`config.mk`:
```
export PLATFORM = sky130hd
export DESIGN_NAME = cmd_parser
export DESIGN_NICKNAME = d
export VERILOG_FILES = /design/src/rtl/cmd_pkg.sv /design/src/rtl/idle_timer.sv /design/src/rtl/cmd_parser.sv
export SDC_FILE = /design/constraint.sdc
export NUM_CORES = 1
export LEC_CHECK = 0
export BUFFER_PORTS_ARGS = -buffer_cell sky130_fd_sc_hd__buf_2
export CAP_MARGIN = 40
export CORE_UTILIZATION = 45
export CTS_BUF_LIST = sky130_fd_sc_hd__clkbuf_8
export DETAILED_ROUTE_END_ITERATION = 8
export PLACE_DENSITY = 0.7
export RECOVER_POWER = 100
export SYNTH_ARGS = -nofsm -noshare
export SYNTH_HDL_FRONTEND = slang
export SYNTH_SLANG_ARGS = --single-unit
```
`constraint.sdc`:
```
create_clock -name clk -period 6.65 [get_ports clk]
set_clock_uncertainty 0.1 [all_clocks]
set_input_delay 1.995 -clock clk [delete_from_list [all_inputs] [get_ports clk]]
set_output_delay 1.995 -clock clk [all_outputs]
set_load 0.02 [all_outputs]
```
`src/rtl/cmd_pkg.sv`:
```
// Shared types and constants for the command frame parser.
package cmd_pkg;

  localparam logic [7:0] HEADER_DEFAULT = 8'hAA;
  localparam int unsigned MAX_BYTES     = 15;

  // Mode codes carried in para1.
  localparam logic [7:0] MODE_RECT = 8'd2;

  typedef enum logic [1:0] {
    StIdle,
    StRecv,
    StCheck,
    StDrop
  } state_e;

endpackage

```
`src/rtl/idle_timer.sv`:
```
// Inter-byte gap timer: counts cycles since the last byte, flags expiry at IDLE_TICKS-1.
module idle_timer #(
  parameter int unsigned IDLE_TICKS = 100000
) (
  input  logic clk,
  input  logic rst,
  input  logic clear,
  input  logic run,
  output logic expire
);

  localparam int unsigned W = $clog2(IDLE_TICKS);
  localparam logic [W-1:0] LAST = W'(IDLE_TICKS - 1);

  logic [W-1:0] cnt_q;

  // The clearing byte's own cycle is cycle 0, so the next cycle reads 1.
  always_ff @(posedge clk) begin
    if (rst) begin
      cnt_q <= '0;
    end else if (clear) begin
      cnt_q <= W'(1);
    end else if (run && !expire) begin
      cnt_q <= cnt_q + W'(1);
    end
  end

  assign expire = run && (cnt_q == LAST);

endmodule

```
`src/rtl/cmd_parser.sv`:
```
// Header-delimited command frame parser; a frame ends after an inter-byte idle gap.
// Optional trailing checksum byte enabled by defining CMD_CHECKSUM_EN.
module cmd_parser
  import cmd_pkg::*;
#(
  parameter int unsigned IDLE_TICKS = 100000,
  parameter logic [7:0]  HEADER     = HEADER_DEFAULT
) (
  input  logic       clk,
  input  logic       rst,
  input  logic [7:0] rx_data,
  input  logic       rx_valid,
  input  logic       cmd_clr,
  output logic [7:0] para1,
  output logic [7:0] para2,
  output logic [7:0] para3,
  output logic [3:0] data_num,
  output logic       new_cmd,
  output logic       frame_err,
  output logic [7:0] err_cnt
);

`ifdef CMD_CHECKSUM_EN
  localparam logic [3:0] OVERHEAD = 4'd2;
`else
  localparam logic [3:0] OVERHEAD = 4'd1;
`endif

  state_e     state_q;
  logic [3:0] count_q;
  logic [7:0] acc_q;
  logic [7:0] last_q;
  logic [7:0] shadow1_q;
  logic [7:0] shadow2_q;
  logic [7:0] shadow3_q;

  logic       is_header;
  logic       start_frame;
  logic       timer_clear;
  logic       timer_run;
  logic       gap_expired;
  logic       sum_ok;
  logic       frame_ok;
  logic [3:0] payload;

  assign is_header   = rx_valid && (rx_data == HEADER);
  // A header during CHECK starts the next frame in the same cycle.
  assign start_frame = is_header && ((state_q == StIdle) || (state_q == StCheck));
  assign timer_run   = (state_q == StRecv) || (state_q == StDrop);
  assign timer_clear = start_frame || (timer_run && rx_valid);

`ifdef CMD_CHECKSUM_EN
  assign sum_ok = (acc_q - last_q) == last_q;
`else
  assign sum_ok = 1'b1;
  logic unused_sum;
  assign unused_sum = ^{acc_q, last_q};
`endif

  assign frame_ok = (count_q > OVERHEAD) && sum_ok;
  assign payload  = count_q - OVERHEAD;

  idle_timer #(
    .IDLE_TICKS(IDLE_TICKS)
  ) u_idle_timer (
    .clk   (clk),
    .rst   (rst),
    .clear (timer_clear),
    .run   (timer_run),
    .expire(gap_expired)
  );

  always_ff @(posedge clk) begin
    if (rst) begin
      state_q   <= StIdle;
      count_q   <= '0;
      acc_q     <= '0;
      last_q    <= '0;
      shadow1_q <= '0;
      shadow2_q <= '0;
      shadow3_q <= '0;
      para1     <= '0;
      para2     <= '0;
      para3     <= '0;
      data_num  <= '0;
      new_cmd   <= 1'b0;
      frame_err <= 1'b0;
      err_cnt   <= '0;
    end else begin
      new_cmd   <= 1'b0;
      frame_err <= 1'b0;
      if (cmd_clr) begin
        data_num <= '0;
      end

      unique case (state_q)
        StIdle: ;
        StRecv: begin
          if (rx_valid) begin
            if (count_q == 4'(MAX_BYTES)) begin
              state_q <= StDrop;
            end else begin
              count_q <= count_q + 4'd1;
              acc_q   <= acc_q + rx_data;
              last_q  <= rx_data;
              case (count_q)
                4'd1:    shadow1_q <= rx_data;
                4'd2:    shadow2_q <= rx_data;
                4'd3:    shadow3_q <= rx_data;
                default: ;
              endcase
            end
          end else if (gap_expired) begin
            state_q <= StCheck;
          end
        end
        StCheck: begin
          state_q <= StIdle;
          if (frame_ok) begin
            // Assigned after the cmd_clr default, so an accept wins.
            data_num <= count_q;
            para1    <= shadow1_q;
            para2    <= (payload >= 4'd2) ? shadow2_q : 8'h00;
            para3    <= (payload >= 4'd3) ? shadow3_q : 8'h00;
            new_cmd  <= 1'b1;
          end else begin
            frame_err <= 1'b1;
            if (err_cnt != 8'hFF) begin
              err_cnt <= err_cnt + 8'd1;
            end
          end
        end
        StDrop: begin
          if (!rx_valid && gap_expired) begin
            state_q   <= StIdle;
            frame_err <= 1'b1;
            if (err_cnt != 8'hFF) begin
              err_cnt <= err_cnt + 8'd1;
            end
          end
        end
        default: state_q <= StIdle;
      endcase

      if (start_frame) begin
        state_q   <= StRecv;
        count_q   <= 4'd1;
        acc_q     <= '0;
        shadow1_q <= '0;
        shadow2_q <= '0;
        shadow3_q <= '0;
      end
    end
  end

endmodule

```
### After elaboration in Yosys (flattened, before gate mapping)

Index checks and enable logic that the tools add are counted.

| storage, ports and cells | value |
|---|---|
| output and inout bits | 38 |
| bits in registers | 85 |
| word-level logic and storage cells | 98 |
| input port bits | 12 |

| operators by class | value |
|---|---|
| add/subtract/negate cells | 4 |
| multiplexer cells | 25 |
| reductions and logical operators | 30 |
| magnitude comparators | 3 |
| bitwise logic cells | 2 |
| equal/unequal tests | 18 |

Operators by type and width:

| operator | number |
|---|---|
| $mux W8 | 5 |
| $reduce_and A4 Y1 | 5 |
| $add A17 B1 Y17 const B | 1 |
| $eq A17 B17 Y1 const B | 1 |
| $pmux W8 S2 | 1 |
| $mux W4 | 3 |
| $mux W1 | 10 |
| $reduce_and A3 Y1 | 3 |
| $add A8 B1 Y8 const B | 1 |
| $eq A4 B2 Y1 const B | 2 |
| $eq A8 B8 Y1 const B | 1 |
| $ge A4 B2 Y1 const B | 2 |
| $mux W2 | 4 |
| $ne A8 B8 Y1 const B | 1 |
| $reduce_bool A2 Y1 | 4 |
| $logic_and A1 B1 Y1 | 6 |
| $ne A3 B2 Y1 const B | 2 |
| $pmux W2 S3 | 1 |
| $reduce_or A2 Y1 | 3 |
| $add A4 B1 Y4 const B | 1 |
| $eq A2 B2 Y1 const B | 2 |
| $eq A4 B1 Y1 const B | 1 |
| $eq A4 B4 Y1 const B | 1 |
| $gt A4 B1 Y1 const B | 1 |
| 15 further kinds | 20 |

### Depth between registers and ports, before layout

Gate-level depths: netlist of the first run.

| logic depth | value |
|---|---|
| depth after elaboration | 7 |
| gate-level depth with buffers | 8 |
| depth with buffers taken out | 7 |

### Hierarchy

A second synthesis of the first run with hierarchy kept.

| unflattened totals | value |
|---|---|
| cell total of the unflattened synthesis | 424 |
| area, all modules | 3648.5 um^2 |

By module, submodules not included:

| module | cells each | instances | area an instance (um^2) | seq. area each (um^2) |
|---|---|---|---|---|
| cmd_parser | 322 | 1 | 2773.9 | 1361.3 |
| idle_timer | 102 | 1 | 874.6 | 340.3 |

### Least setup slack after synthesis of the first run

OpenSTA, ideal clock, no wires.

| path | value |
|---|---|
| path type | in2reg |
| start point | in rx_valid |
| end point | reg shadow1_q[0] |
| library setup time | 0.128 ns |
| buffers on the path | 1 |
| slack | 3.025 ns |
| required time | 6.422 ns |
| cell stages on the path | 6 |
| data arrival time | 3.397 ns |
| path through | nand2_1 > a311oi_1 > and3_1 > buf_2 > mux2i_1 > nor2_1 |

| between the ends | value |
|---|---|
| word-level cells in the longest chain between the ends | 3 |
| elaborated cells between the ends (all ways) | 4 |
| classes of those cells | reduce/logical (4) |

Ends and longest elaborated chain:

| item | line | source |
|---|---|---|
| start, declared | cmd_parser.sv:12 | `input logic rx_valid,` |
| $logic_and A1 B1 Y1 | cmd_parser.sv:46 | `assign is_header = rx_valid && (rx_data == HEADER);` |
| $logic_and A1 B1 Y1 | cmd_parser.sv:48 | `assign start_frame = is_header && ((state_q == StIdle) \|\| (state_q == StCheck));` |
| $reduce_or A2 Y1 (no source line) | - |  |
| end signal, assigned | cmd_parser.sv:107 | `4'd1: shadow1_q <= rx_data;` |
| end, declared | cmd_parser.sv:33 | `logic [7:0] shadow1_q;` |

Parallel ways exist; a longest one is shown, timed or not.
A chain may end at the register's enable or synchronous reset.

### Final worst setup path of the first run

| path | value |
|---|---|
| start point | in rst |
| end point | reg shadow1_q[7] |

| between the ends | value |
|---|---|
| word-level cells in the longest chain between the ends | 1 |

Ends and longest elaborated chain:

| item | line | source |
|---|---|---|
| start, declared | cmd_parser.sv:10 | `input logic rst,` |
| $reduce_or A2 Y1 (no source line) | - |  |

No other way between the ends.

==> metrics.csv, run 1 <==
stage,metric,value,unit
logic_synthesis,"FF+latch count, synth",85,
timing,RSZ-0062 raised after global routing,false,
setup_path,CP startpoint,rst,
layout,"Net count, final",435,
setup_path,Critical-path top delay cell,clkbuf_1,
logic_synthesis,syn_area_per_cell,9.61,um^2
timing,# setup viols final,0,
grt,vias in the first global route,2478,
setup_path,WS Path Type,in2reg,
floorplanning,die area,8210,um^2
power_and_ir_drop,peak supply drop,0.103,mV
floorplanning,Core Box Area,7410,um^2
place,Placer Congestion,0.745,
logic_synthesis,cell count after synthesis,368,
place,dpl ws,2.79,ns
power_and_ir_drop,Power Density,223,nW/um^2
clocking,CTS tree,built,
logic_synthesis,Synthesized Nets,388,
run_status,status,"finished, final reports clean",
clocking,worst skew pair latency,0.35,ns
floorplanning,Die Wd,90.6,um
clocking,H-Tree Depth,3,
layout,diodes inserted,0,
logic_synthesis,Synth area leader,dfxtp_1,
place,I/O Buffers,49,
setup_path,CP endpoint kind,register,
drt,Pre-antenna DRT Iters,4,
setup_path,Crit path largest cell delay,0.91,ns
drt,Wirelength per Cell,14.1,um
setup_path,worst endpoint data arrival time,3.89,ns
logic_synthesis,"Top FF cell, synth",dfxtp_1,
drt,DRT antenna net count,0,
clocking,hold_buf cts,0,
setup_path,Critical Path Fanout Max,30,
logic_synthesis,Area contributors post-synth,"dfxtp_1 48%, mux2i_1 7.1%, nor2_1 5.4%",
drt,DR vias/cell,5.34,
floorplanning,Initial Utilization,47.7,%
clocking,Clock Sinks,85,
setup_path,startpoint types,input pin,
logic_synthesis,Post-synth EDFFs,0,
grt,first-pass GRT wire length,12300,um
drt,Routed WL,7300,um
logic_synthesis,Synth Cell Area,3530,um^2
layout,Fillers,716,
logic_synthesis,sequential share of the synthesized area,48.1,%
clocking,Post-CTS Setup Bufs,0,
place,DP HPWL,5140,um
timing,max-slew violation count,0,
grt,initial antenna violation count,0,
setup_path,RR Startpoint,count_q[0],
timing,max_slew headroom,15.7,%
clocking,clock root buffer,clkbuf_8,
timing,Final Hold Fails,0,
drt,vias post-DR,2773,
grt,total global-route track usage,18.7,%
timing,final critical-path required period,3.79,ns
setup_path,CP Data Required Time,6.75,ns
timing,final setup margin,2.86,ns
floorplanning,FP Rows,31,
clocking,cts repair resizes,0,
layout,ratio of cells with drive above 1 in the final layout,9.29,%
drt,drt initial violations,134,
timing,Final period util,57.0,%
logic_synthesis,Post-synth ARST share,0,%
clocking,Max clock buf depth,2,
flow_run,max-cap violations,0,
drt,drt drc,0,
layout,Syn-to-layout area delta,13.2,%
logic_synthesis,Cell variety after synth,45,
worst_hold_path,worst hold path class,reg2reg,
timing,Peak Freq,264,MHz
floorplanning,Die Y,90.6,um
worst_hold_path,Hold Crit Start,para1[5],
floorplanning,IO Count,50,
grt,grt total ovfl,0,
logic_synthesis,Yosys warning total,0,
setup_path,CP cell instances,clkbuf_1 -> inv_1 -> nand2_1 -> nor2_1,
grt,pin count of the biggest net entering global routing,31,
clocking,Clock transition at path regs,0.08,ns
clocking,CTS Buf Count,9,
logic_synthesis,post-synth top area share,48.1,%
power_and_ir_drop,Pleak,1.38,nW
timing,Setup TNS,0,ns
timing,Worst Tran Pin Value,1.26,ns
logic_synthesis,cell with the most instances after synthesis,dfxtp_1,
logic_synthesis,Post-synth top cells,"85 x dfxtp_1, 51 x nor2_1, 29 x nand2_1",
==> cell type report <==
| class | instances | area (um^2) | area share, % |
|---|---|---|---|
| clock buffers | 10 | 138 | 3.44 |
| clock inverters | 6 | 62.6 | 1.56 |
| inverters | 8 | 30.0 | 0.750 |
| multi-input cells | 257 | 1720 | 43.1 |
| flip-flops and latches | 85 | 1700 | 42.5 |
| well taps | 99 | 124 | 3.10 |
| repair buffers | 54 | 223 | 5.57 |
==> metrics by stage <==
| step | area (um^2) | power, mW | hold slack (ns) | instances | utilization, % |
|---|---|---|---|---|---|
| 2_1_floorplan | 3530 | 0.531 | 0.331 | 368 | - |
| 3_3_place_gp | 3830 | 0.540 | 0.339 | 499 | 51.7 |
| 4_1_cts | 4050 | 0.900 | 0.359 | 519 | 54.7 |
| 6_report | 4000 | 0.892 | 0.358 | 519 | 54.0 |
| 5_1_grt | 4000 | 0.927 | 0.376 | 519 | 54.0 |
| 3_5_place_dp | 3850 | 0.541 | 0.348 | 503 | 52.0 |
==> layout by cell type, fill, tap and decap left out, types with 11 or more instances in the layout <==
master	Yosys	routed
dfxtp_1	85	85
nor2_1	51	51
clkbuf_1	13	40
nand2_1	29	29
mux2i_1	25	25
a21oi_1	22	22
a22o_1	16	16
buf_2	4	13
nand3_1	11	11
==> worst paths after layout <==
check / depth (start not counted) / slack [ns] / to
setup / recovery: 4 / 2.86 / shadow1_q[7]
hold / removal: 2 / 0.36 / para1[5]
setup reg to reg: 8 / 3.80 / para3[2]
hold reg to reg: 2 / 0.36 / para1[5]
==> layer usage <==
layer / routed length (um) / track usage, % / part of all wire (%)
met1: 3700 / 27.0 / 51
met2: 3210 / 26.7 / 44
met3: 301 / 5.72 / 4.1
met4: 89 / 4.97 / 1.2
met5: 0 / 0 / 0
==> where the power goes <==
group	switching [mW]	internal [mW]	total (mW)	leakage, nW
clock network	0.181	0.183	0.364	0.105
logic	0.0147	0.00482	0.0195	0.589
registers	0.000297	0.509	0.509	0.684
total	0.196	0.697	0.892	1.38
==> cell families after synthesis <==
kind of cell	count (synthesis)	share of synthesized area [%]
AND/OR/NAND/NOR	146	21.8
flip-flops	85	48.1
AO/OA/AOI/OAI	58	12.0
buffers and inverters	26	3.12
multiplexers	26	7.40
XOR/XNOR	19	4.71
adder cells (fa/ha/maj)	8	2.83
==> worst max-delay path: cells and delay by family <==
kind | cells | cell delay, ns
buffers and inverters | 2 | 1.06
AND/OR/NAND/NOR | 2 | 0.83
==> flip-flops by register name, summed over array words and instances (netlist names) <==
signal,flops
para3,8
shadow2_q,8
para1,8
data_num,4
shadow1_q,8
state_q,2
count_q,4
new_cmd,1
para2,8
shadow3_q,8
u_idle_timer.cnt_q,17
err_cnt,8
frame_err,1
Power figures use the tool's default switching activity.
==> run 2, diff against run 1 <==
PLACE_DENSITY = 0.73   (was 0.7)
clock period = 3.4 ns   (was 6.65 ns; I/O delays follow)
==> metrics.csv, run 2 (synthesized netlist as in run 1, its figures left out) <==
stage,metric,value,unit,change
run_status,status,"finished, final reports clean",,unchanged
place,Placement Cell Area,3880,um^2,was 3850 um^2
floorplanning,Initial Utilization,47.7,%,unchanged
grt,total global-route track usage,19.3,%,was 18.7%
layout,"Core Util, Final",53.6,%,was 54.0%
grt,initial antenna violation count,0,,unchanged
layout,"commonest cells after routing, fill and taps aside","85 x dfxtp_1, 51 x nor2_1, 46 x clkbuf_1",,"was 85 x dfxtp_1, 51 x nor2_1, 40 x clkbuf_1"
clocking,H-Tree Depth,3,,unchanged
clocking,Max clock buf depth,2,,unchanged
setup_path,CP endpoint kind,register,,unchanged
grt,vias in the first global route,2718,,was 2478
timing,RSZ-0062 raised after global routing,false,,unchanged
layout,Syn-to-layout area delta,12.3,%,was 13.2%
timing,final critical-path required period,2.91,ns,
setup_path,Critical Path Fanout Max,16,,was 30
timing,max-slew violation count,0,,unchanged
power_and_ir_drop,Power Density,432,nW/um^2,was 223 nW/um^2
setup_path,Crit path largest cell delay,0.63,ns,was 0.91 ns
floorplanning,Core Box Area,7410,um^2,unchanged
timing,final setup margin,0.486,ns,was 2.86 ns
floorplanning,Die Wd,90.6,um,unchanged
floorplanning,IO Count,50,,unchanged
layout,"Net count, final",437,,was 435
clocking,hold_buf cts,0,,unchanged
layout,Fillers,710,,was 716
setup_path,startpoint types,register,,was input pin
timing,Final period util,85.7,%,
drt,DRT antenna net count,0,,unchanged
setup_path,Critical-path top delay cell,or4_1,,was clkbuf_1
setup_path,worst endpoint data arrival time,3.09,ns,was 3.89 ns
drt,drt drc,0,,unchanged
layout,ratio of cells with drive above 1 in the final layout,8.29,%,was 9.29%
clocking,cts repair resizes,0,,unchanged
clocking,Post-CTS Setup Bufs,0,,unchanged
clocking,Clock Sinks,85,,unchanged
floorplanning,FP Rows,31,,unchanged
drt,Pre-antenna DRT Iters,4,,unchanged
setup_path,WS Path Type,reg2reg,,was in2reg
setup_path,CP cell instances,or4b_1 -> nor4_4 -> a31oi_1 -> or4_1 -> a21oi_1,,was clkbuf_1 -> inv_1 -> nand2_1 -> nor2_1
drt,drt initial violations,143,,was 134
power_and_ir_drop,peak supply drop,0.331,mV,was 0.103 mV
drt,Wirelength per Cell,14.4,um,was 14.1 um
clocking,CTS Buf Count,9,,unchanged
place,I/O Buffers,49,,unchanged
timing,Final Hold Fails,0,,unchanged
drt,DR vias/cell,5.45,,was 5.34
place,DP HPWL,5180,um,was 5140 um
setup_path,CP bufs+invs,0,,was 2
timing,Setup TNS,0,ns,unchanged
place,dpl ws,0.639,ns,was 2.79 ns
clocking,worst skew pair latency,0.35,ns,about the same
power_and_ir_drop,Pleak,1.36,nW,was 1.38 nW
floorplanning,die area,8210,um^2,unchanged
clocking,clock root buffer,clkbuf_8,,unchanged
setup_path,CP Data Required Time,3.58,ns,was 6.75 ns
timing,Worst Tran Pin Value,1.16,ns,was 1.26 ns
clocking,Clock transition at path regs,0.10,ns,was 0.08 ns
layout,design area,3970,um^2,was 4000 um^2
drt,vias post-DR,2839,,was 2773
timing,# setup viols final,0,,unchanged
timing,max_slew headroom,22.0,%,was 15.7%
place,Placer Congestion,0.809,,was 0.745
layout,diodes inserted,0,,unchanged
flow_run,max-cap violations,0,,unchanged
grt,first-pass GRT wire length,12700,um,was 12300 um
clocking,CTS tree,built,,unchanged
floorplanning,Die Y,90.6,um,unchanged
drt,Routed WL,7520,um,was 7300 um
timing,Peak Freq,343,MHz,
worst_hold_path,worst hold path class,reg2reg,,unchanged
setup_path,Worst path top cell family by delay,simple AND/OR/NAND/NOR gates,,was buffers and inverters
grt,pin count of the biggest net entering global routing,31,,unchanged
layout,Largest Register,u_idle_timer.cnt_q,,unchanged
layout,"most common cell after layout, fill and taps aside",dfxtp_1,,unchanged
layout,max reg flops,17,,unchanged
grt,grt total ovfl,0,,unchanged
run 2: cell type report:
| class | count | area [um^2] | area share (%) |
|---|---|---|---|
| flip-flops and latches | 85 | 1700 | 42.9 |
| multi-input cells | 257 | 1700 | 42.8 |
| repair buffers | 56 | 225 | 5.67 |
| clock buffers | 10 | 138 | 3.47 |
| well taps | 99 | 124 | 3.12 |
| clock inverters | 6 | 51.3 | 1.29 |
| inverters | 8 | 30.0 | 0.756 |
run 2: tightest hold or removal path: stages, from the launching register on:
cell and delay [ns]:
dfxtp_1 0.32, nand2_1 0.05, a21oi_1 0.05
run 2: per-layer routing:
metal / up-vias / share of wire, % / routed length [um] / global-route usage [%]
met5: - / 0 / 0 / 0
met4: 0 / 1.1 / 86 / 8.47
met3: 7 / 3.2 / 240 / 4.12
met2: 59 / 45 / 3380 / 29.7
met1: 1367 / 51 / 3810 / 25.8
li1: 1406 / - / - / -
run 2: final timing paths:
kind                                             from         end  slack [ns]  cells after the start
worst min register to register               para1[7]    para1[7]        0.36                      2
worst min-delay path                         para1[7]    para1[7]        0.36                      2
worst max-delay path            u_idle_timer.cnt_q[8]  err_cnt[6]        0.49                      5
worst max register to register  u_idle_timer.cnt_q[8]  err_cnt[6]        0.49                      5
run 2: stage by stage:
step / cells / power [mW] / hold WS (ns)
2_1_floorplan: 368 / 1.04 / 0.331
3_5_place_dp: 505 / 1.06 / 0.343
6_report: 521 / 1.71 / 0.359
5_1_grt: 521 / 1.78 / 0.388
4_1_cts: 521 / 1.73 / 0.357
3_3_place_gp: 504 / 1.06 / 0.343
run 2: report_power, final:
group	internal [mW]	total, mW	switching, mW
registers	0.995	0.995	0.000524
clock network	0.299	0.679	0.380
logic	0.00981	0.0394	0.0296
